### src/rtl/serial_adder.sv
// ---------------------------------------------------------------------------
// serial_adder
//
// Bit-serial ripple adder. One full-adder bit is evaluated per clock, LSB
// first, so a WIDTH-bit operation takes WIDTH+2 cycles from the accepting
// edge to the next accepting edge:
//   - the accepting edge (IDLE -> SHIFT),
//   - WIDTH shift edges (the last one moves SHIFT -> DONE),
//   - one DONE cycle.
// The result, carry and overflow are registered and only change on the
// SHIFT -> DONE transition. Between operations they hold the last result.
//
// Optional feature (macro SERIAL_ADDER_SUB_EN):
//   Adds input port `sub`, captured together with A/B. When sub=1 the block
//   computes A-B by inverting B bit by bit and starting with carry-in 1.
//   In that mode Cout=1 means "no borrow". Without the macro the block only
//   adds and the port does not exist.
//
// Ports
//   clk    in   1      clock, all state updates on the rising edge
//   reset  in   1      asynchronous, active-high reset
//   start  in   1      begin an operation (only sampled in IDLE)
//   sub    in   1      subtract request (only with SERIAL_ADDER_SUB_EN)
//   A      in   WIDTH  first operand, captured on the accepting edge
//   B      in   WIDTH  second operand, captured on the accepting edge
//   busy   out  1      high whenever the FSM is not in IDLE
//   done   out  1      one-cycle pulse, Sum/Cout/Ovf valid
//   Sum    out  WIDTH  registered result
//   Cout   out  1      registered carry out of the MSB
//   Ovf    out  1      registered two's-complement overflow
//
// States
//   state   | meaning
//   --------+---------------------------------------------------------
//   S_IDLE  | waiting for start; outputs hold the last result
//   S_SHIFT | one full-adder bit per edge, LSB first
//   S_DONE  | result registers just updated; done=1 for this cycle
// ---------------------------------------------------------------------------
module serial_adder #(
    parameter int WIDTH = 8
) (
    input  logic             clk,
    input  logic             reset,
    input  logic             start,
`ifdef SERIAL_ADDER_SUB_EN
    input  logic             sub,
`endif
    input  logic [WIDTH-1:0] A,
    input  logic [WIDTH-1:0] B,
    output logic             busy,
    output logic             done,
    output logic [WIDTH-1:0] Sum,
    output logic             Cout,
    output logic             Ovf
);

    // Counter must be able to represent 0..WIDTH.
    localparam int CNT_W = $clog2(WIDTH + 1);
    localparam logic [CNT_W-1:0] LAST_BIT = CNT_W'(WIDTH - 1);

    typedef enum logic [1:0] {
        S_IDLE  = 2'd0,
        S_SHIFT = 2'd1,
        S_DONE  = 2'd2
    } state_t;

    state_t           state_q, state_d;
    logic [WIDTH-1:0] a_q, a_d;
    logic [WIDTH-1:0] b_q, b_d;
    logic [WIDTH-1:0] res_q, res_d;
    logic [CNT_W-1:0] cnt_q, cnt_d;
    logic             carry_q, carry_d;
    logic [WIDTH-1:0] sum_q, sum_d;
    logic             cout_q, cout_d;
    logic             ovf_q, ovf_d;

    // Subtract mode: captured request, and the carry-in applied on accept.
    logic             invert_b;
    logic             carry_in;
`ifdef SERIAL_ADDER_SUB_EN
    logic             sub_q, sub_d;

    assign invert_b = sub_q;
    assign carry_in = sub;
`else
    assign invert_b = 1'b0;
    assign carry_in = 1'b0;
`endif

    // Full-adder slice working on the current LSBs of the operand registers.
    logic bit_a;
    logic bit_b;
    logic bit_s;
    logic bit_c;

    assign bit_a = a_q[0];
    assign bit_b = b_q[0] ^ invert_b;
    assign bit_s = bit_a ^ bit_b ^ carry_q;
    assign bit_c = (bit_a & bit_b) | (bit_a & carry_q) | (bit_b & carry_q);

    // -----------------------------------------------------------------------
    // State and datapath registers
    // -----------------------------------------------------------------------
    always_ff @(posedge clk or posedge reset) begin
        if (reset) begin
            state_q <= S_IDLE;
            a_q     <= '0;
            b_q     <= '0;
            res_q   <= '0;
            cnt_q   <= '0;
            carry_q <= 1'b0;
            sum_q   <= '0;
            cout_q  <= 1'b0;
            ovf_q   <= 1'b0;
        end else begin
            state_q <= state_d;
            a_q     <= a_d;
            b_q     <= b_d;
            res_q   <= res_d;
            cnt_q   <= cnt_d;
            carry_q <= carry_d;
            sum_q   <= sum_d;
            cout_q  <= cout_d;
            ovf_q   <= ovf_d;
        end
    end

`ifdef SERIAL_ADDER_SUB_EN
    always_ff @(posedge clk or posedge reset) begin
        if (reset) begin
            sub_q <= 1'b0;
        end else begin
            sub_q <= sub_d;
        end
    end
`endif

    // -----------------------------------------------------------------------
    // Next-state and datapath logic
    // -----------------------------------------------------------------------
    always_comb begin
        state_d = state_q;
        a_d     = a_q;
        b_d     = b_q;
        res_d   = res_q;
        cnt_d   = cnt_q;
        carry_d = carry_q;
        sum_d   = sum_q;
        cout_d  = cout_q;
        ovf_d   = ovf_q;
`ifdef SERIAL_ADDER_SUB_EN
        sub_d   = sub_q;
`endif

        unique case (state_q)
            S_IDLE: begin
                if (start) begin
                    a_d     = A;
                    b_d     = B;
                    res_d   = '0;
                    cnt_d   = '0;
                    carry_d = carry_in;
`ifdef SERIAL_ADDER_SUB_EN
                    sub_d   = sub;
`endif
                    state_d = S_SHIFT;
                end
            end

            S_SHIFT: begin
                a_d     = a_q >> 1;
                b_d     = b_q >> 1;
                res_d   = {bit_s, res_q[WIDTH-1:1]};
                cnt_d   = cnt_q + CNT_W'(1);
                carry_d = bit_c;
                if (cnt_q == LAST_BIT) begin
                    // carry_q is the carry into the MSB, bit_c the carry out.
                    sum_d   = {bit_s, res_q[WIDTH-1:1]};
                    cout_d  = bit_c;
                    ovf_d   = carry_q ^ bit_c;
                    state_d = S_DONE;
                end
            end

            S_DONE: begin
                state_d = S_IDLE;
            end

            default: begin
                state_d = S_IDLE;
            end
        endcase
    end

    assign busy = (state_q != S_IDLE);
    assign done = (state_q == S_DONE);
    assign Sum  = sum_q;
    assign Cout = cout_q;
    assign Ovf  = ovf_q;

endmodule
### config.mk
export PLATFORM = sky130hd
export DESIGN_NAME = serial_adder
export DESIGN_NICKNAME = d
export VERILOG_FILES = /design/src/rtl/serial_adder.sv
export SDC_FILE = /design/constraint.sdc
export NUM_CORES = 1
export LEC_CHECK = 0
export CORE_MARGIN = 8
export CORE_UTILIZATION = 47
export CTS_CLUSTER_DIAMETER = 150
export DETAILED_ROUTE_END_ITERATION = 7
export GPL_TIMING_DRIVEN = 1
export PLACE_DENSITY = 0.77
export SYNTH_ARGS = -nofsm -noshare
export SYNTH_HDL_FRONTEND = slang
export SYNTH_SLANG_ARGS = --single-unit
### constraint.sdc
create_clock -name clk -period 1.65 [get_ports clk]
set_clock_uncertainty 0.2 [all_clocks]
set_input_delay 0.495 -clock clk [delete_from_list [all_inputs] [get_ports clk]]
set_output_delay 0.495 -clock clk [all_outputs]
set_load 0.05 [all_outputs]
### After elaboration in Yosys (flattened, before gate mapping)

Index checks and enable logic that the tools add are counted.

| word-level totals | value |
|---|---|
| bits in registers | 41 |
| output and inout port bits | 12 |

| cells by class | value |
|---|---|
| $add $sub $neg | 1 |
| equality and inequality tests | 5 |
| mux-type cells | 13 |
| bitwise gates (word level) | 8 |
| reductions and logical operators | 6 |

Operators by type and width:

| kind | number |
|---|---|
| $pmux W8 S2 | 3 |
| $mux W8 | 3 |
| $pmux W4 S2 | 1 |
| $reduce_and A2 Y1 | 3 |
| $add A4 B1 Y4 const B | 1 |
| $eq A4 B3 Y1 const B | 1 |
| $mux W2 | 2 |
| $mux W4 | 1 |
| $ne A2 B2 Y1 const B | 2 |
| $pmux W2 S2 | 1 |
| $reduce_bool A2 Y1 | 2 |
| $and A1 B1 Y1 | 3 |
| $xor A1 B1 Y1 | 3 |
| $eq A2 B1 Y1 const B | 1 |
| $eq A2 B2 Y1 const B | 1 |
| $logic_not A2 Y1 | 1 |
| $or A1 B1 Y1 | 2 |
| $pmux W1 S2 | 1 |
| $mux W1 | 1 |

### Logic depth before layout (Yosys ltp)

Gate-level depths: netlist of run 1.

| logic depth | value |
|---|---|
| depth after elaboration | 4 |
| mapped depth | 5 |

### Least setup slack after synthesis of run 1

OpenSTA, ideal clock, no wires.

| timing path | value |
|---|---|
| path kind | flip-flop to output port |
| from | reg state_q[0] |
| to | out done |
| arrival time | 1.504 ns |
| setup slack | -0.549 ns |
| stages on the path, launching flop included | 5 |
| buffers on the path | 3 |
| path through | dfrtp_1 > buf_6 > buf_2 > buf_4 > nor2b_1 |

| between the ends | value |
|---|---|
| longest elaborated chain between the ends | 1 |

RTL lines:

| element | RTL line | RTL |
|---|---|---|
| start: declaration | 67 | `state_t state_q, state_d;` |
| start signal: assignment | 116 | `state_q <= state_d;` |
| $eq A2 B2 Y1 | 196 | `assign done = (state_q == S_DONE);` |
| end: declaration | 51 | `output logic done,` |

Every way passes these cells.

### Worst setup path after layout of run 1

| timing path | value |
|---|---|
| from | reg state_q[1] |
| to | out busy |

| between the ends | value |
|---|---|
| longest elaborated chain between the ends | 1 |

RTL lines:

| element | RTL line | RTL |
|---|---|---|
| $reduce_bool A2 Y1 | 195 | `assign busy = (state_q != S_IDLE);` |
| end: declaration | 50 | `output logic busy,` |

Every way passes these cells.

==> results.toml, run 1 <==
[outcome]
run_status = "finished with violations"
violations = "setup timing"

[layout]
syn_to_final_growth_pct = 43.9
final_layout_size_suffix_gt1_frac = 0.304
diodes = 0
fillCellCount = 252
postLayoutCoreUtil = 0.701
fin_nets = 227

[clock_network]
hold_buffers = 0
htreeDepth = 2
tritoncts = "built"
cts_sinks = 40
cts_buffers = 5
clk_pin_slew_worst_paths_ns = 0.07
cts-root-buf = "clkbuf_8"
clk_latency_ns = 0.29
cts_buffer_depth = 2

[synth]
synth_edf_count = 0
synth_seq_cells = 40
syn_area_um2 = 1780
synth_compound_area_frac = 0.157
yosysWarnings = 0
synth.distinct_cells = 28
synth_xor_area_frac = 0.00491
synth.avg_cell_area_um2 = 11.4
ys_seq_area_frac = 0.561
netlist_top_cells_count = "dfrtp_1, nand2_1, a21oi_1"
yosys_most_used_dff = "dfrtp_1"
synth_mux_area_frac = 0.0674
synth_top_family_by_area = "compound AO/OA/AOI/OAI gates"
syn-num-nets = 177
synth_fa_ha_area_frac = 0.0182
yosysTopAreaCellShare = 0.561
synth-async-reset-ratio = 1.00
synthTopCellsByArea = "dfrtp_1, and3b_1, mux2_2"
yosysMostFrequentCell = "dfrtp_1"
synthCells = 156
yosys.area.top_type = "dfrtp_1"
synth_simple_gate_area_frac = 0.137

[setup_path]
worstPathArrival_ns = 1.10
start_kind = "flop"
rr_worst_depth = 6
crit_required_ns = 0.95
critPathMaxFanout = 4
path_buf_inv = 3
critPathTopFamily = "flip-flops"
end_kind = "output port"
path_class = "reg -> out"
path_cells = "buf_6 > nor2_4 > inv_2 > buf_12"
cpPeakStageDelay_ns = 0.40
crit_cells = 4
critical_path.slowest_cell = "dfrtp_1"

[timing]
rsz0062_at_grt = "true"
drv_slew = 0
fmax_mhz = 558
relSlewSlack = 0.777
setup_viol = 8
fin_hold_ws_ns = 0.282
tightestPinTransition_ns = 0.333
worst_slack_ns = -0.143
fin_tns_setup_ns = -0.375
fin_crit_sh = 1.09
fin_crit_ns = 1.79
hold_violations = 0

[detailed_routing]
dr.pass1.iters = 4
vias = 1367
drt_wl_total_um = 4020
drtIter0Drc = 50
viasPerCell = 5.36
drc_errors = 0
wl_per_cell_um = 15.8
drtAntennaViolNets = 0

[pwr]
powerDensity_nw_per_um2 = 1710
p_int_mw = 2.81
p_sw_mw = 1.58
clkPwrFrac = 0.176
ir_drop_mv = 0.697
leakage_nw = 1.21
power_frac_seq = 0.364
p_comb_frac = 0.460
p_sw_frac = 0.360

[global_routing]
grt_use_total = 0.134
grtUsageMet1 = 0.143
grt_overflow = 0
grt_first_pass_wirelength_um = 6510
grt_max_degree = 41
antenna_found_initial = 0
busiest_layer = "met2"
met3_usage = 0.0426
first_global_vias = 1478
grt_util_met2 = 0.235

[job]
cap_violations = 0

[floorplan]
coreArea_um2 = 3660
die_w_um = 77.6
row_count = 22
die_area_um2 = 6020
die_h_um = 77.6
start_util = 0.487
pin_count = 31

[hold_path]
hp-class = "reg -> reg"
min_path_cells = 2

[placement]
io_buffers = 30
post-place-ws_ns = -0.232
dp_hpwl_um = 2680
gp_congestion = 0.775
[power by group through the flow]
stage	combinational, mW	sequential, mW	clock (mW)
after floorplan	0.826	1.83	0
final	2.02	1.60	0.774
after detailed placement	1.87	1.61	0
after global placement	1.81	1.59	0
after CTS	1.96	1.60	0.790
after global routing	2.16	1.64	0.838
[state kept, by name, summed over array words and instances, names as in the netlist]
| register | count |
|---|---|
| carry_q | 1 |
| a_q | 8 |
| b_q | 8 |
| Cout | 1 |
| cnt_q | 4 |
| Sum | 8 |
| res_q | 7 |
| state_q | 2 |
| Ovf | 1 |
[tightest hold or removal path, stage by stage (launching register included)]
cell	delay [ns]
dfrtp_1	0.34
nand2_1	0.04
o21ai_0	0.06
[stage by stage]
step	cell area (um^2)	total power, mW	std cells
2_1_floorplan	1800	2.66	156
3_3_place_gp	2350	3.40	239
3_5_place_dp	2350	3.49	239
4_1_cts	2520	4.35	253
5_1_grt	2570	4.65	255
6_report	2570	4.40	255
[kinds of logic (layout without fill, tap and decap cells)]
logic type | Yosys count | count (layout)
AND/OR/NAND/NOR | 38 | 38
flip-flops | 40 | 40
adder cells (fa/ha/maj) | 2 | 2
AO/OA/AOI/OAI | 45 | 45
buffers and inverters | 19 | 70
multiplexers | 11 | 11
XOR/XNOR | 1 | 1
[path summary, 6_finish.rpt]
kind / startpoint / end / slack (ns)
max: state_q[1] / busy / -0.14
min in group asynchronous: reset / Sum[7] / 0.35
min: b_q[1] / b_q[1] / 0.28
min reg2reg: b_q[1] / b_q[1] / 0.28
max reg2reg: state_q[1] / cnt_q[3] / -0.09
max in group asynchronous: reset / state_q[0] / 0.69
[placed cells by master (no fill, tap or decap), types with 2 or more instances in the layout]
cell type / netlist / routed
clkdlybuf4s50_1: 0 / 17
nand2_1: 16 / 15
and3b_1: 14 / 14
mux2i_1: 3 / 3
clkbuf_8: 0 / 5
o21ai_0: 14 / 14
a21oi_1: 15 / 14
inv_2: 0 / 2
buf_4: 1 / 17
o22ai_1: 3 / 3
dfrtp_1: 40 / 39
inv_1: 8 / 6
mux2_2: 8 / 8
a22o_1: 8 / 8
buf_6: 2 / 5
a32o_1: 2 / 2
buf_12: 0 / 14
[layer usage]
layer	part of all wire	routed length, um	vias to the layer above
met5	0	0	-
met4	0.025	102	0
met3	0.036	143	12
met2	0.52	2080	37
met1	0.42	1700	673
li1	-	-	645
[cell type report]
class / instances / area [um^2] / area share
Sequential cell: 40 / 1000 / 0.391
Multi-Input combinational cell: 97 / 719 / 0.280
Timing Repair Buffer: 54 / 647 / 0.252
Clock buffer: 6 / 72.6 / 0.0283
Tap cell: 48 / 60.1 / 0.0234
Clock inverter: 2 / 35.0 / 0.0137
Inverter: 8 / 30.0 / 0.0117
[repair_timing]
action,in CTS,in global routing
gates cloned,0,2
setup endpoints to repair,11,38
hold endpoints to repair,0,0
setup buffers,6,1
resized for setup,6,12
pin swaps,2,2
(Power assumes the default switching activity.)
==> run 2, diff against run 1 <==
--- a/config.mk
+++ b/config.mk
@@ -5,8 +5,10 @@
 export SDC_FILE = /design/constraint.sdc
 export NUM_CORES = 1
 export LEC_CHECK = 0
+export CELL_PAD_IN_SITES_DETAIL_PLACEMENT = 0
+export CELL_PAD_IN_SITES_GLOBAL_PLACEMENT = 1
 export CORE_MARGIN = 8
-export CORE_UTILIZATION = 47
+export CORE_UTILIZATION = 37
 export CTS_CLUSTER_DIAMETER = 150
 export DETAILED_ROUTE_END_ITERATION = 7
 export GPL_TIMING_DRIVEN = 1
==> run 2 against run 1 <==
- final cell count grew 5.1%
- hold slack gained 0.0068 ns
- the run still ends with setup timing left
- sequential power barely moved
- critical path type unchanged
- critical path depth unchanged
- cell area is 3.3% higher
==> results.toml, run 2 (synthesized netlist as in run 1, its figures left out) <==
[pwr]
power_frac_seq = 0.361
clkPwrFrac = 0.148
p_comb_frac = 0.491
p_sw_frac = 0.362
powerDensity_nw_per_um2 = 1690
p_int_mw = 2.86
ir_drop_mv = 0.557
p_total_mw = 4.47
leakage_nw = 1.26
p_sw_mw = 1.62

[setup_path]
critical_path.slowest_cell = "dfrtp_1"
end_kind = "output port"
worstPathArrival_ns = 1.13
path_class = "reg -> out"
critPathMaxFanout = 3
critPathTopFamily = "flip-flops"
start_kind = "flop"
cpPeakStageDelay_ns = 0.41
path_cells = "buf_6 > nor2_4 > inv_2 > buf_12"
path_buf_inv = 3
crit_required_ns = 0.95

[floorplan]
die_w_um = 85.4
die_area_um2 = 7300
coreArea_um2 = 4690
die_h_um = 85.4
pin_count = 31
start_util = 0.380
row_count = 25

[timing]
fin_crit_sh = 1.11
drv_slew = 0
fin_hold_ws_ns = 0.289
worst_slack_ns = -0.179
fmax_mhz = 547
fin_crit_ns = 1.83
rsz0062_at_grt = "true"
fin_tns_setup_ns = -0.376
hold_violations = 0
tightestPinTransition_ns = 0.219
relSlewSlack = 0.854
setup_viol = 6

[clock_network]
cts-root-buf = "clkbuf_8"
clk_latency_ns = 0.29
cts_buffer_depth = 2
cts_sinks = 40
cts_buffers = 5
tritoncts = "built"
htreeDepth = 2
clk_pin_slew_worst_paths_ns = 0.07
hold_buffers = 0

[layout]
diodes = 0
fin_nets = 234
syn_to_final_growth_pct = 48.6
seqCellArea_um2 = 1000
fillCellCount = 420
final_cell_mix = "dfrtp_1, buf_4, clkdlybuf4s50_1, a21oi_1, nand2_1"
final_layout_size_suffix_gt1_frac = 0.313
multi_input_area_um2 = 766
final_cell_area_um2 = 2650
final_common_cell = "dfrtp_1"

[detailed_routing]
viasPerCell = 5.11
vias = 1369
wl_per_cell_um = 15.4
drc_errors = 0
drt_wl_total_um = 4120
drtIter0Drc = 48
dr.pass1.iters = 4
drtAntennaViolNets = 0

[global_routing]
first_global_vias = 1524
grt_overflow = 0
antenna_found_initial = 0
grt_max_degree = 41
grt_use_total = 0.116
grt_first_pass_wirelength_um = 6840

[hold_path]
hp-class = "reg -> reg"

[outcome]
violations = "setup timing"
run_status = "finished with violations"

[placement]
gp_congestion = 0.783
io_buffers = 30
dp_hpwl_um = 2830
dpl_cell_area_um2 = 2400

[job]
cap_violations = 0
## run 2: cell count changes in the layout (fill, tap and decap cells not counted), moves of 5 or more
| cell | before | now |
|---|---|---|
| o21ai_1 | 0 | 5 |
| buf_4 | 17 | 23 |
| o21ai_0 | 14 | 9 |
| mux2_4 | 0 | 8 |
| mux2_2 | 8 | 0 |
## run 2: path summary, 6_finish.rpt
path                       startpoint          to  slack [ns]  cells past startpoint
setup / recovery           state_q[1]        busy       -0.18                      4
hold / removal                 a_q[1]      a_q[1]        0.29                      2
setup reg to reg             cnt_q[1]      Sum[0]       -0.01                      5
hold reg to reg                a_q[1]      a_q[1]        0.29                      2
max in group asynchronous       reset  state_q[0]        0.67                      3
min in group asynchronous       reset      b_q[4]        0.37                      3
## run 2: cell type report
type | instances | share of cell area
Sequential cell | 40 | 0.378
Tap cell | 54 | 0.0255
Inverter | 8 | 0.0113
Clock buffer | 8 | 0.0340
Multi-Input combinational cell | 97 | 0.289
Timing Repair Buffer | 61 | 0.262
## run 2: power by group through the flow
| stage | Sequential (mW) | Clock, mW | Combinational (mW) |
|---|---|---|---|
| global route | 1.66 | 0.729 | 2.37 |
| detailed placement | 1.61 | 0 | 1.95 |
| floorplan | 1.83 | 0 | 0.826 |
| finish | 1.61 | 0.660 | 2.20 |
| global placement | 1.58 | 0 | 1.89 |
| CTS | 1.59 | 0.687 | 2.07 |
## run 2: layer usage
metal  global-route usage  wire length, um  up-vias
li1                     -                -      661
met1                0.124             1710      664
met2                0.197             2070       37
met3               0.0502              274        7
met4               0.0430               71        0
met5                    0                0        -
## run 2: what timing repair did
action / in CTS / in global routing
cloned: 1 / 1
endpoints found under the setup margin: 11 / 21
gates resized for setup: 9 / 20
buffers inserted: 7 / 4
pin swaps: 0 / 2
## run 2: tightest hold or removal path, stage by stage (launching register included)
cell,delay [ns]
dfrtp_1,0.35
nand2_1,0.05
o21ai_0,0.06
## run 2: through the flow
stage | utilization | std cells | setup slack, ns
global placement | 0.511 | 249 | -0.185
global route | 0.565 | 268 | -0.229
finish | 0.565 | 268 | -0.179
CTS | 0.553 | 265 | -0.197
floorplan | - | 156 | -0.0681
detailed placement | 0.511 | 249 | -0.223
